## src/rtl/bcd_disp_pkg.sv

```systemverilog
// Shared types and segment constants for the BCD 7-segment scanner.
// Segment bit order is gfedcba: bit 0 = segment a, bit 6 = segment g.
package bcd_disp_pkg;

  typedef logic [6:0] seg_t;
  typedef logic [3:0] bcd_t;

  localparam seg_t SEG_0     = 7'h3F;
  localparam seg_t SEG_1     = 7'h06;
  localparam seg_t SEG_2     = 7'h5B;
  localparam seg_t SEG_3     = 7'h4F;
  localparam seg_t SEG_4     = 7'h66;
  localparam seg_t SEG_5     = 7'h6D;
  localparam seg_t SEG_6     = 7'h7D;
  localparam seg_t SEG_7     = 7'h07;
  localparam seg_t SEG_8     = 7'h7F;
  localparam seg_t SEG_9     = 7'h6F;
  localparam seg_t SEG_DASH  = 7'h40;
  localparam seg_t SEG_BLANK = 7'h00;

endpackage : bcd_disp_pkg

```

## src/rtl/bcd_seg_scan_if.sv

```systemverilog
// Display-side bus of bcd_seg_scan: digit/decimal-point inputs, load and
// scan-enable controls, and the multiplexed segment/digit outputs.
// The master drives the inputs and observes the display; the slave is the scanner.
interface bcd_seg_scan_if
  import bcd_disp_pkg::*;
#(
  parameter int NUM_DIGITS = 4
) ();

  logic                      ena;
  logic [4*NUM_DIGITS-1:0]   digits_in;
  logic                      load;
  logic [NUM_DIGITS-1:0]     dp_in;
  seg_t                      seg_out;
  logic                      dp_out;
  logic [NUM_DIGITS-1:0]     dig_sel;
  logic                      frame_done;

  modport master (
    output ena, digits_in, load, dp_in,
    input  seg_out, dp_out, dig_sel, frame_done
  );

  modport slave (
    input  ena, digits_in, load, dp_in,
    output seg_out, dp_out, dig_sel, frame_done
  );

endinterface : bcd_seg_scan_if

```

## src/rtl/bcd_to_seg7.sv

```systemverilog
// Combinational BCD to 7-segment decoder. Non-decimal codes 10..15 show a dash.
module bcd_to_seg7
  import bcd_disp_pkg::*;
(
  input  bcd_t bcd_i,
  output seg_t seg_o
);

  // Map one BCD code to its gfedcba segment pattern.
  always_comb begin
    // NOTE: every always_comb output gets a value on every path (here via
    // default) so no latch is inferred.
    case (bcd_i)
      4'd0:    seg_o = SEG_0;
      4'd1:    seg_o = SEG_1;
      4'd2:    seg_o = SEG_2;
      4'd3:    seg_o = SEG_3;
      4'd4:    seg_o = SEG_4;
      4'd5:    seg_o = SEG_5;
      4'd6:    seg_o = SEG_6;
      4'd7:    seg_o = SEG_7;
      4'd8:    seg_o = SEG_8;
      4'd9:    seg_o = SEG_9;
      default: seg_o = SEG_DASH;
    endcase
  end

endmodule : bcd_to_seg7

```

## src/rtl/bcd_seg_scan.sv

```systemverilog
// Time-multiplexed 7-segment scanner for a packed BCD count.
// A shadow register captures digits on load; the display register is refreshed
// from the shadow only at the end of a full scan, so a frame never mixes values.
// Each digit slot lasts PRESCALE cycles, the first BLANK_CYCLES of which are
// dark to suppress ghosting. All display outputs come straight from flops.
// Optional build macro LZB_EN enables leading-zero blanking.
module bcd_seg_scan
  import bcd_disp_pkg::*;
#(
  parameter int NUM_DIGITS   = 4,
  parameter int PRESCALE     = 1000,
  parameter int BLANK_CYCLES = 1,
  parameter int ACTIVE_LOW   = 0
) (
  input  logic             clk,
  input  logic             rst_n,
  bcd_seg_scan_if.slave    bus
);

  localparam int PW = $clog2(PRESCALE);
  localparam int IW = $clog2(NUM_DIGITS);

  localparam logic [PW-1:0] PRESC_LAST = PW'(PRESCALE - 1);
  localparam logic [IW-1:0] IDX_LAST   = IW'(NUM_DIGITS - 1);
  localparam logic [PW:0]   BLANK_LIM  = (PW+1)'(BLANK_CYCLES);

  // Electrical "off" levels, folded into the flops so outputs stay glitch-free.
  localparam logic                  POL      = (ACTIVE_LOW != 0);
  localparam seg_t                  SEG_OFF  = {7{POL}};
  localparam logic [NUM_DIGITS-1:0] DIG_OFF  = {NUM_DIGITS{POL}};

  // Scan position.
  logic [PW-1:0] presc_q, presc_d;
  logic [IW-1:0] idx_q, idx_d;

  // Shadow (load side) and display (scan side) copies of digits and points.
  bcd_t [NUM_DIGITS-1:0] shadow_q;
  logic [NUM_DIGITS-1:0] shadow_dp_q;
  bcd_t [NUM_DIGITS-1:0] disp_q, disp_d;
  logic [NUM_DIGITS-1:0] disp_dp_q, disp_dp_d;
  logic [NUM_DIGITS-1:0] blank_q, blank_d;

  // Registered outputs.
  seg_t                  seg_q, seg_d;
  logic                  dp_q, dp_d;
  logic [NUM_DIGITS-1:0] dig_q, dig_d;

  logic slot_end;
  logic frame_end;
  logic in_blank;
  bcd_t cur_digit;
  seg_t cur_seg;

  // Marks digits hidden by leading-zero blanking: a digit is hidden when it and
  // every more-significant digit are zero; digit 0 always stays visible.
  function automatic logic [NUM_DIGITS-1:0] lead_zero_mask(
    input bcd_t [NUM_DIGITS-1:0] d
  );
    logic [NUM_DIGITS-1:0] mask;
    logic                  zero_run;
    mask     = '0;
    zero_run = 1'b1;
    for (int i = NUM_DIGITS - 1; i > 0; i--) begin
      zero_run = zero_run && (d[i] == 4'd0);
      mask[i]  = zero_run;
    end
    return mask;
  endfunction

  assign slot_end  = (presc_q == PRESC_LAST);
  assign frame_end = bus.ena && slot_end && (idx_q == IDX_LAST);
  assign in_blank  = ({1'b0, presc_q} < BLANK_LIM);
  assign cur_digit = disp_q[idx_q];

  bcd_to_seg7 u_dec (
    .bcd_i (cur_digit),
    .seg_o (cur_seg)
  );

  // Next scan position: the prescaler and index advance only while enabled.
  always_comb begin
    presc_d = presc_q;
    idx_d   = idx_q;
    if (bus.ena) begin
      if (slot_end) begin
        presc_d = '0;
        idx_d   = (idx_q == IDX_LAST) ? '0 : idx_q + 1'b1;
      end else begin
        presc_d = presc_q + 1'b1;
      end
    end
  end

  // Display refresh at the frame boundary; a same-cycle load bypasses the shadow.
  always_comb begin
    disp_d    = disp_q;
    disp_dp_d = disp_dp_q;
    if (frame_end) begin
      if (bus.load) begin
        disp_d    = bus.digits_in;
        disp_dp_d = bus.dp_in;
      end else begin
        disp_d    = shadow_q;
        disp_dp_d = shadow_dp_q;
      end
    end
`ifdef LZB_EN
    blank_d = lead_zero_mask(disp_d);
`else
    blank_d = '0;
`endif
  end

  // Next output values: dark during blanking or while the scan is disabled.
  always_comb begin
    seg_d = SEG_BLANK;
    dp_d  = 1'b0;
    dig_d = '0;
    if (bus.ena && !in_blank) begin
      dig_d = NUM_DIGITS'(1) << idx_q;
      seg_d = blank_q[idx_q] ? SEG_BLANK : cur_seg;
      dp_d  = disp_dp_q[idx_q];
    end
    seg_d = seg_d ^ SEG_OFF;
    dp_d  = dp_d ^ POL;
    dig_d = dig_d ^ DIG_OFF;
  end

  // Scan position and digit storage.
  always_ff @(posedge clk or negedge rst_n) begin
    // NOTE: sequential state uses non-blocking assignments so every flop
    // samples pre-edge values regardless of statement order.
    if (!rst_n) begin
      presc_q     <= '0;
      idx_q       <= '0;
      // NOTE: the digit stores are a handful of flops, so they are reset to
      // give a defined first frame instead of being left uninitialised.
      shadow_q    <= '0;
      shadow_dp_q <= '0;
      disp_q      <= '0;
      disp_dp_q   <= '0;
      blank_q     <= '0;
    end else begin
      presc_q   <= presc_d;
      idx_q     <= idx_d;
      disp_q    <= disp_d;
      disp_dp_q <= disp_dp_d;
      blank_q   <= blank_d;
      if (bus.load) begin
        shadow_q    <= bus.digits_in;
        shadow_dp_q <= bus.dp_in;
      end
    end
  end

  // Output registers, reset to the electrically inactive level.
  always_ff @(posedge clk or negedge rst_n) begin
    if (!rst_n) begin
      seg_q <= SEG_OFF;
      dp_q  <= POL;
      dig_q <= DIG_OFF;
    end else begin
      seg_q <= seg_d;
      dp_q  <= dp_d;
      dig_q <= dig_d;
    end
  end

  assign bus.seg_out    = seg_q;
  assign bus.dp_out     = dp_q;
  assign bus.dig_sel    = dig_q;
  assign bus.frame_done = frame_end;

endmodule : bcd_seg_scan

```

## src/flat_wrapper.sv

```systemverilog
// flat-port wrapper written by rule: the top's interface ports become plain ports
module bcd_seg_scan_flat import bcd_disp_pkg::*;
#(
  parameter int NUM_DIGITS   = 4,
  parameter int PRESCALE     = 1000,
  parameter int BLANK_CYCLES = 1,
  parameter int ACTIVE_LOW   = 0
)
  (clk, rst_n, bus_ena, bus_digits_in, bus_load, bus_dp_in, bus_seg_out, bus_dp_out, bus_dig_sel, bus_frame_done);
  bcd_seg_scan_if #(.NUM_DIGITS(NUM_DIGITS)) bus_i ();
  input  logic clk;
  input  logic rst_n;
  input wire logic [$bits(bus_i.ena)-1:0] bus_ena;
  input wire logic [$bits(bus_i.digits_in)-1:0] bus_digits_in;
  input wire logic [$bits(bus_i.load)-1:0] bus_load;
  input wire logic [$bits(bus_i.dp_in)-1:0] bus_dp_in;
  output wire logic [$bits(bus_i.seg_out)-1:0] bus_seg_out;
  output wire logic [$bits(bus_i.dp_out)-1:0] bus_dp_out;
  output wire logic [$bits(bus_i.dig_sel)-1:0] bus_dig_sel;
  output wire logic [$bits(bus_i.frame_done)-1:0] bus_frame_done;
  assign bus_i.ena = bus_ena;
  assign bus_i.digits_in = bus_digits_in;
  assign bus_i.load = bus_load;
  assign bus_i.dp_in = bus_dp_in;
  assign bus_seg_out = bus_i.seg_out;
  assign bus_dp_out = bus_i.dp_out;
  assign bus_dig_sel = bus_i.dig_sel;
  assign bus_frame_done = bus_i.frame_done;
  bcd_seg_scan #(.NUM_DIGITS(NUM_DIGITS), .PRESCALE(PRESCALE), .BLANK_CYCLES(BLANK_CYCLES), .ACTIVE_LOW(ACTIVE_LOW)) u_core (.clk(clk), .rst_n(rst_n), .bus(bus_i));
endmodule
```

## config.mk

```make
export PLATFORM = sky130hd
export DESIGN_NAME = bcd_seg_scan_flat
export DESIGN_NICKNAME = d
export VERILOG_FILES = /design/src/rtl/bcd_disp_pkg.sv /design/src/rtl/bcd_seg_scan_if.sv /design/src/rtl/bcd_to_seg7.sv /design/src/rtl/bcd_seg_scan.sv /design/src/flat_wrapper.sv
export SDC_FILE = /design/constraint.sdc
export NUM_CORES = 1
export LEC_CHECK = 0
export BUFFER_PORTS_ARGS = -buffer_cell sky130_fd_sc_hd__clkbuf_2
export CORE_MARGIN = 2
export CORE_UTILIZATION = 50
export CTS_BUF_LIST = sky130_fd_sc_hd__clkbuf_8 sky130_fd_sc_hd__clkbuf_16
export DETAILED_ROUTE_END_ITERATION = 12
export GPL_TIMING_DRIVEN = 0
export PLACE_DENSITY = 0.73
export SKIP_CTS_REPAIR_TIMING = 1
export SYNTH_ARGS = -nofsm -noshare
export SYNTH_HDL_FRONTEND = slang
export SYNTH_SLANG_ARGS = --single-unit
export TNS_END_PERCENT = 5
```

## constraint.sdc

```tcl
create_clock -name clk -period 5.8 [get_ports clk]
set_input_delay 1.16 -clock clk [delete_from_list [all_inputs] [get_ports clk]]
set_output_delay 1.16 -clock clk [all_outputs]
set_load 0.02 [all_outputs]
```

[Yosys cells after proc, flatten, opt, wreduce, memory -nomap -nowiden]
Memory sizes are Yosys's and may differ from the RTL's.
Index checks and enable logic that the tools add are counted.
Widths: inputs -> output; s select.
Word-level totals
  register bits after elaboration: 64
  memory bits (writable): 0
  output and inout port bits: 13
  bits in latches: 0
  bits in read-only memories: 112
  logic and storage cells: 42
  memories: 1
Operators by class
  magnitude comparators: 2
  reduce and logical (&&, ||, !) cells: 5
  add/sub/neg operators: 2
  shift operators: 1
  equality and inequality tests: 2
  multipliers: 0
  bitwise logic cells: 0
  muxes and demuxes: 14
  divide/modulo/power cells: 0
Memory list
  (no name shown): depth 16, width 7, rd ports 1, clocked after memory_dff 0, write ports 0, line bcd_to_seg7.sv:13  | case (bcd_i)
Operator list (number)
  $mux 16: 1
  $mux 7: 2
  $mux 4: 3
  $add 10x1->10 const B: 1
  $eq 10x10->1 const B: 1
  $lt 10x1->1 const B: 1
  $mux 10: 1
  $bmux 4 s2: 1
  $bmux 1 s2: 2
  $shl 1x2->4 const A: 1
  $logic_and 1x1->1: 3
  $lt 2x3->1 const B: 1
  $mux 1: 3
  $add 2x1->2 const B: 1
  $eq 2x2->1 const B: 1
  $mux 2: 1
  $reduce_and 2->1: 1
  $logic_not 1->1: 1

[Longest topological paths before layout]
Gate-level depths: netlist (run 1).
An unclocked memory read counts as a cell.
  word-level depth: 5
  depth in mapped cells: 7
  gate-level depth less buffers: 6

[Cells and area by module]
A second synthesis (run 1) with hierarchy kept.
Second synthesis, totals
  cells, all modules: 222
  area total of the unflattened synthesis: 3026.7 um^2
By module, submodules not included
  bcd_seg_scan: cells an instance 193, area an instance 2798.9 um^2, instances 1
  bcd_to_seg7: cells an instance 29, area an instance 227.7 um^2, instances 1

[Least setup slack after synthesis (run 1)]
OpenSTA, ideal clock, no wires.
  path kind: input -> output
  from: input bus_ena
  to: output bus_frame_done
  arrival time: 2.130 ns
  required time: 4.640 ns
  setup slack: 2.510 ns
  stages on the path: 5
  path through: inv_1 > nor4_4 > nand2_4 > buf_6 > inv_1
On the way
  word-level cells in the longest chain between the ends: 2
RTL lines
  start: declaration: line flat_wrapper.sv:13  | input wire logic [$bits(bus_i.ena)-1:0] bus_ena;
  $logic_and 1x1->1 (2 in a row): line bcd_seg_scan.sv:71  | assign frame_end = bus.ena && slot_end && (idx_q == IDX_LAST);
  end: declaration: line flat_wrapper.sv:20  | output wire logic [$bits(bus_i.frame_done)-1:0] bus_frame_done;
No other way between the ends.

[Final worst setup path (run 1)]
Ends and elaborated chain as after synthesis.

==> results of run 1 <==
-- flip-flops by register name (all words and copies together), names as in the netlist --
name,flops
u_core.idx_q,2
u_core.shadow_dp_q,4
u_core.bus.dig_sel,4
u_core.bus.seg_out,7
u_core.disp_q,16
u_core.shadow_q,16
u_core.disp_dp_q,4
u_core.bus.dp_out,1
u_core.presc_q,10
-- logic make-up (layout without fill, tap and decap cells) --
kind of cell    Yosys count  in the layout  share of synthesized area, %
compound gates           21             21                          3.95
xor+xnor                  5              5                          1.50
fa+ha+maj                11             11                          4.73
buf+inv                  18             69                          2.88
flops                    64             64                          55.0
mux                      48             48                          22.9
simple gates             47             47                          9.11
-- metrics by stage --
step / utilization, % / instance area (um^2)
2_1_floorplan: - / 2910
3_3_place_gp: 57.0 / 3180
3_5_place_dp: 57.1 / 3180
4_1_cts: 61.0 / 3400
5_1_grt: 61.0 / 3400
6_report: 61.0 / 3400
-- power by group through the flow --
stage | combinational, mW | clock, mW | sequential [mW]
6_report | 0.108 | 0.418 | 0.512
5_1_grt | 0.123 | 0.452 | 0.515
4_1_cts | 0.110 | 0.429 | 0.511
3_5_place_dp | 0.110 | 0 | 0.519
3_3_place_gp | 0.105 | 0 | 0.519
2_1_floorplan | 0.0691 | 0 | 0.518
-- layout make-up --
type                    count  share of cell area, %
clock inverters             6                   2.46
plain buffers               7                   1.25
repair buffers             35                   5.22
flip-flops and latches     64                   47.1
well taps                  72                   2.65
clock buffers              10                   4.05
inverters                  11                   1.21
multi-input cells         132                   36.1
-- metal layers --
metal / part of all wire, % / vias up / global-route usage, %
met1: 48 / 878 / 23.7
li1: - / 840 / -
met3: 3.9 / 6 / 6.07
met4: 1.3 / 0 / 7.12
met2: 47 / 32 / 26.7
met5: 0 / - / 0
-- layout by cell type (no fill, tap or decap), types with 8 or more instances in the layout --
cell and n:
dfrtp_1 64, ha_1 11, inv_1 12, clkbuf_2 34, a21oi_1 8, nor2_1 11, mux2_2 22, o21ai_0 9
mux2_4 19, clkbuf_8 10
-- worst paths after layout --
path                                                       from                              end  slack (ps)  cells after the start
worst max-delay path                                    bus_ena                   bus_frame_done        2150                      7
worst min-delay path            u_core.shadow_dp_q[2]$_DFF_PN0_  u_core.shadow_dp_q[2]$_DFF_PN0_         500                      1
worst max register to register      u_core.idx_q[0]$_DFFE_PN0P_  u_core.bus.seg_out[3]$_DFF_PN0_        3660                      7
worst min register to register  u_core.shadow_dp_q[2]$_DFF_PN0_  u_core.shadow_dp_q[2]$_DFF_PN0_         500                      1
max in group asynchronous                                 rst_n     u_core.shadow_q[3]$_DFF_PN0_        4300                      1
min in group asynchronous                                 rst_n    u_core.presc_q[6]$_DFFE_PN0P_         950                      1
==> metrics.txt, run 1 <==
status=finished clean; fraction of layout cells with a size suffix above 1=38.5%; fin worst setup slack=2150 ps; crit path capture type=output port; final std cells w/o fill=roughly 340; mean area per synthesized cell=13.6 um^2; clk_lat worst skew=340 ps; biggest area consumer among synthesized cells=dfrtp_1; RSZ-0062 raised after global routing=no; dpl hpwl=between 3000 and 4000 um; slowest stage delay, CP=620 ps; FF+latch area=0.00160 mm^2; Hold Path Class=flip-flop to flip-flop; Via Count=around 1,800; Total Wirelength=4890 um; worst path arrival time=roughly 2500 ps; Buf/Inv on CP=5; Initial Util=52.3%; Mapped Cells=214; vias in the first global route=between 1,500 and 2,000; Final setup viols=0; number of placement rows=27; combinational share of power=approximately a tenth; FILL cells=460; crit-path cells=clkbuf_2 > inv_1 > nor4_4 > nand2_4 > buf_6 > inv_1 > clkbuf_2; Post-synth EDFFs=0; diodes inserted=0; sequential share of power=about half; Pins Over Slew Limit=0; DRC Markers=0; H-tree depth=3; largest net degree at the start of global routing=65; Layout Skew=9.47 ps; Startpoint Class=input port; internal power component=approximately 0.8 mW; Leak=1.69 nW; CTS sink cnt=64; Seq cells post-synth=64; dominant synthesized flop cell=dfrtp_1; clock slew at reported path FFs=70 ps; mapped cell area=0.00291 mm^2; Critical Path Fanout Max=10; First DRT Iteration DRCs=61; share of flip-flops with an asynchronous set or reset=100%; 1st-pass router iterations=4; Tcrit/Tclk final=63.0%; Post-Place Cells=approximately 320; number of max-cap violations=0; Worst IR Drop VDD=192 uV; GRT Util Overall=17.7%; Root Buffer=clkbuf_8; Tmin final=3650 ps; Layout area overhead=16.8%; Crit Path Class=input port to output port; die height=80.3 um; power density over cell area=305 mW/mm^2; Total Power=between 1 and 1.5 mW; final hold violations=0; setup TNS=0 ps; Die ar.=0.00645 mm^2; port buffer count=35; hold_ws=499 ps; YS warnings=0; first-pass GRT wire length=8450 um; WP data required=4640 ps; Peak Freq=0.274 GHz; Max stage delay cell, worst path=nor4_4; Core ar.=0.00557 mm^2; Clock Path Buffers=2; part of the Yosys area used for sequential elements=55.0%; count leader, synth=dfrtp_1; area taken by multi-input logic gates=0.00123 mm^2; grt total ovfl=0; share of the synthesized area in the top cell type=55.0%; switch share=24.6%; Slew HR=43.7%; vias per cell=5.21; Routed Antenna Nets=0; switching pwr=0.256 mW; number of library cell types mapped by synthesis=32; Num CTS Buffers=9; Commonest cells post-synth=dfrtp_1 (64), mux2_2 (22), mux2_4 (19); routability cong.=0.844; Clock power frac=40.3%; clock tree from TritonCTS=built; # nets final=295; Synth area leaders=dfrtp_1 (55%), mux2_4 (9.8%), mux2_2 (8.5%); IO Count=37; Worst path top cell family by delay=simple AND/OR/NAND/NOR gates; initial antenna violation count=0; Routed WL per cell=14.5 um; die extent in x=80.3 um; DP Worst Slack=2140 ps; syn_nets=around 250; Worst-Margin Slew=844 ps
No activity file was read; power rests on OpenSTA's default activity.
==> inputs of run 2 (changes only) <==
--- a/config.mk
+++ b/config.mk
@@ -11,7 +11,7 @@
 export CTS_BUF_LIST = sky130_fd_sc_hd__clkbuf_8 sky130_fd_sc_hd__clkbuf_16
 export DETAILED_ROUTE_END_ITERATION = 12
 export GPL_TIMING_DRIVEN = 0
-export PLACE_DENSITY = 0.73
+export PLACE_DENSITY = 0.76
 export SKIP_CTS_REPAIR_TIMING = 1
 export SYNTH_ARGS = -nofsm -noshare
 export SYNTH_HDL_FRONTEND = slang
==> constraint.sdc (replaced) <==
create_clock -name clk -period 3.2 [get_ports clk]
set_input_delay 0.64 -clock clk [delete_from_list [all_inputs] [get_ports clk]]
set_output_delay 0.64 -clock clk [all_outputs]
set_load 0.02 [all_outputs]
==> run 2 against run 1 <==
Net effect: sequential share of layout area rose by 0.86 points; worst hold slack got worse by 67 ps; power rose by 65%; clock skew fell by 1.9 ps; setup slack got worse by 1800 ps; non-clock buffer count did not move; global-route usage fell by 0.18 points; clock power rose by 39%; critical endpoint unchanged; highest routed layer unchanged.
==> metrics.txt, run 2 (same netlist as run 1, synthesis figures left out) <==
met2 WL post-DR=~2200 um; Peak Freq=0.347 GHz; diodes inserted=0; number of placement rows=27; die extent in x=80.3 um; GRT Util Overall=17.6%; wire length on met3=187 um; Met1 Routed Length=2320 um; Clock Path Buffers=2; setup TNS=0 ps; area post-placement=~0.0032 mm^2; Total Wirelength=4850 um; clk_lat worst skew=~330 ps; largest net degree at the start of global routing=65; status=finished clean; fraction of layout cells with a size suffix above 1=37.8%; DP Worst Slack=between 500 and 600 ps; worst path arrival time=approximately 2200 ps; power density over cell area=512 mW/mm^2; # nets final=295; max layer used=met4; final std cells w/o fill=334; biggest regs=u_core.disp_q (16), u_core.shadow_q (16), u_core.presc_q (10); commonest non-fill, non-tap cell in the layout=dfrtp_1; grt total ovfl=0; Hold Path Class=input port to async pin; Core ar.=0.00557 mm^2; Slew HR=44.4%; port buffer count=35; Layout Skew=7.57 ps; 1st-pass router iterations=4; Post-Place Cells=~320; Leak=1.67 nW; Via Count=1,719; Initial Util=52.3%; die height=80.3 um; Startpoint Class=flip-flop; fin worst setup slack=317 ps; CTS sink cnt=64; dpl hpwl=3450 um; Worst-Margin Slew=833 ps; Critical Path Fanout Max=10; Design Area, Final=0.00334 mm^2; first-pass GRT wire length=8390 um; RSZ-0062 raised after global routing=no; Pins Over Slew Limit=0; Final setup viols=0; WP data required=2560 ps; worst reg-to-reg setup slack=1080 ps; clock tree from TritonCTS=built; vias per cell=~5; Die ar.=0.00645 mm^2; Routed Antenna Nets=0; IO Count=37; Total Power=1.71 mW; Crit Path Class=flip-flop to output port; routability cong.=0.822; FILL cells=434; First DRT Iteration DRCs=76; Num CTS Buffers=9; Tcrit/Tclk final=between 90 and 100%; Root Buffer=clkbuf_8; H-tree depth=3; Layout area overhead=14.7%; DRC Markers=0; clock slew at reported path FFs=approximately 70 ps; Tmin final=about 2900 ps; Worst IR Drop VDD=between 300 and 400 uV; number of max-cap violations=0; crit path capture type=output port; final design utilization=around three fifths; hold_ws=between 400 and 500 ps; final hold violations=0; Routed WL per cell=14.5 um; initial antenna violation count=0; vias in the first global route=roughly 1,800; commonest cells after routing, fill and taps aside=dfrtp_1 (64), clkbuf_2 (34), mux2_2 (22)
run 2: path summary, 6_finish.rpt:
| path | to | from | depth (start not counted) |
|---|---|---|---|
| setup reg to reg | u_core.disp_q[2]$_DFFE_PN0P_ | u_core.presc_q[3]$_DFFE_PN0P_ | 5 |
| hold / removal | u_core.presc_q[4]$_DFFE_PN0P_ | rst_n | 1 |
| hold reg to reg | u_core.shadow_q[4]$_DFF_PN0_ | u_core.shadow_q[4]$_DFF_PN0_ | 1 |
| max in group asynchronous | u_core.shadow_q[7]$_DFF_PN0_ | rst_n | 1 |
| setup / recovery | bus_frame_done | u_core.presc_q[3]$_DFFE_PN0P_ | 6 |
| min in group clk | u_core.shadow_q[4]$_DFF_PN0_ | u_core.shadow_q[4]$_DFF_PN0_ | 1 |
run 2: worst max-delay path: stages, from the launching register on:
cell and delay, ps:
dfrtp_1 460, or3b_4 440, nor4_4 470, nand2_4 130
buf_6 190, inv_1 60, clkbuf_2 150
run 2: per-layer routing:
| layer | vias to the layer above | GRT usage [%] |
|---|---|---|
| met5 | - | 0 |
| met4 | 0 | 10.5 |
| met3 | 13 | 3.82 |
| met2 | 40 | 26.9 |
| met1 | 832 | 22.9 |
| li1 | 834 | - |
run 2: where the power goes:
group          leakage (nW)  switching (mW)  total (mW)  internal, mW
Clock                0.0883           0.276       0.582         0.306
Combinational         0.767           0.110       0.196        0.0866
Sequential            0.814          0.0556       0.932         0.876
run 2: layout make-up:
cell class / count / area [um^2] / area share, %
Clock buffer: 11 / 151 / 4.53
Buffer: 7 / 42.5 / 1.27
Timing Repair Buffer: 35 / 178 / 5.32
Inverter: 11 / 41.3 / 1.24
Tap cell: 72 / 90.1 / 2.70
Sequential cell: 64 / 1600 / 47.9
Multi-Input combinational cell: 132 / 1230 / 36.7
Clock inverter: 2 / 8.76 / 0.262
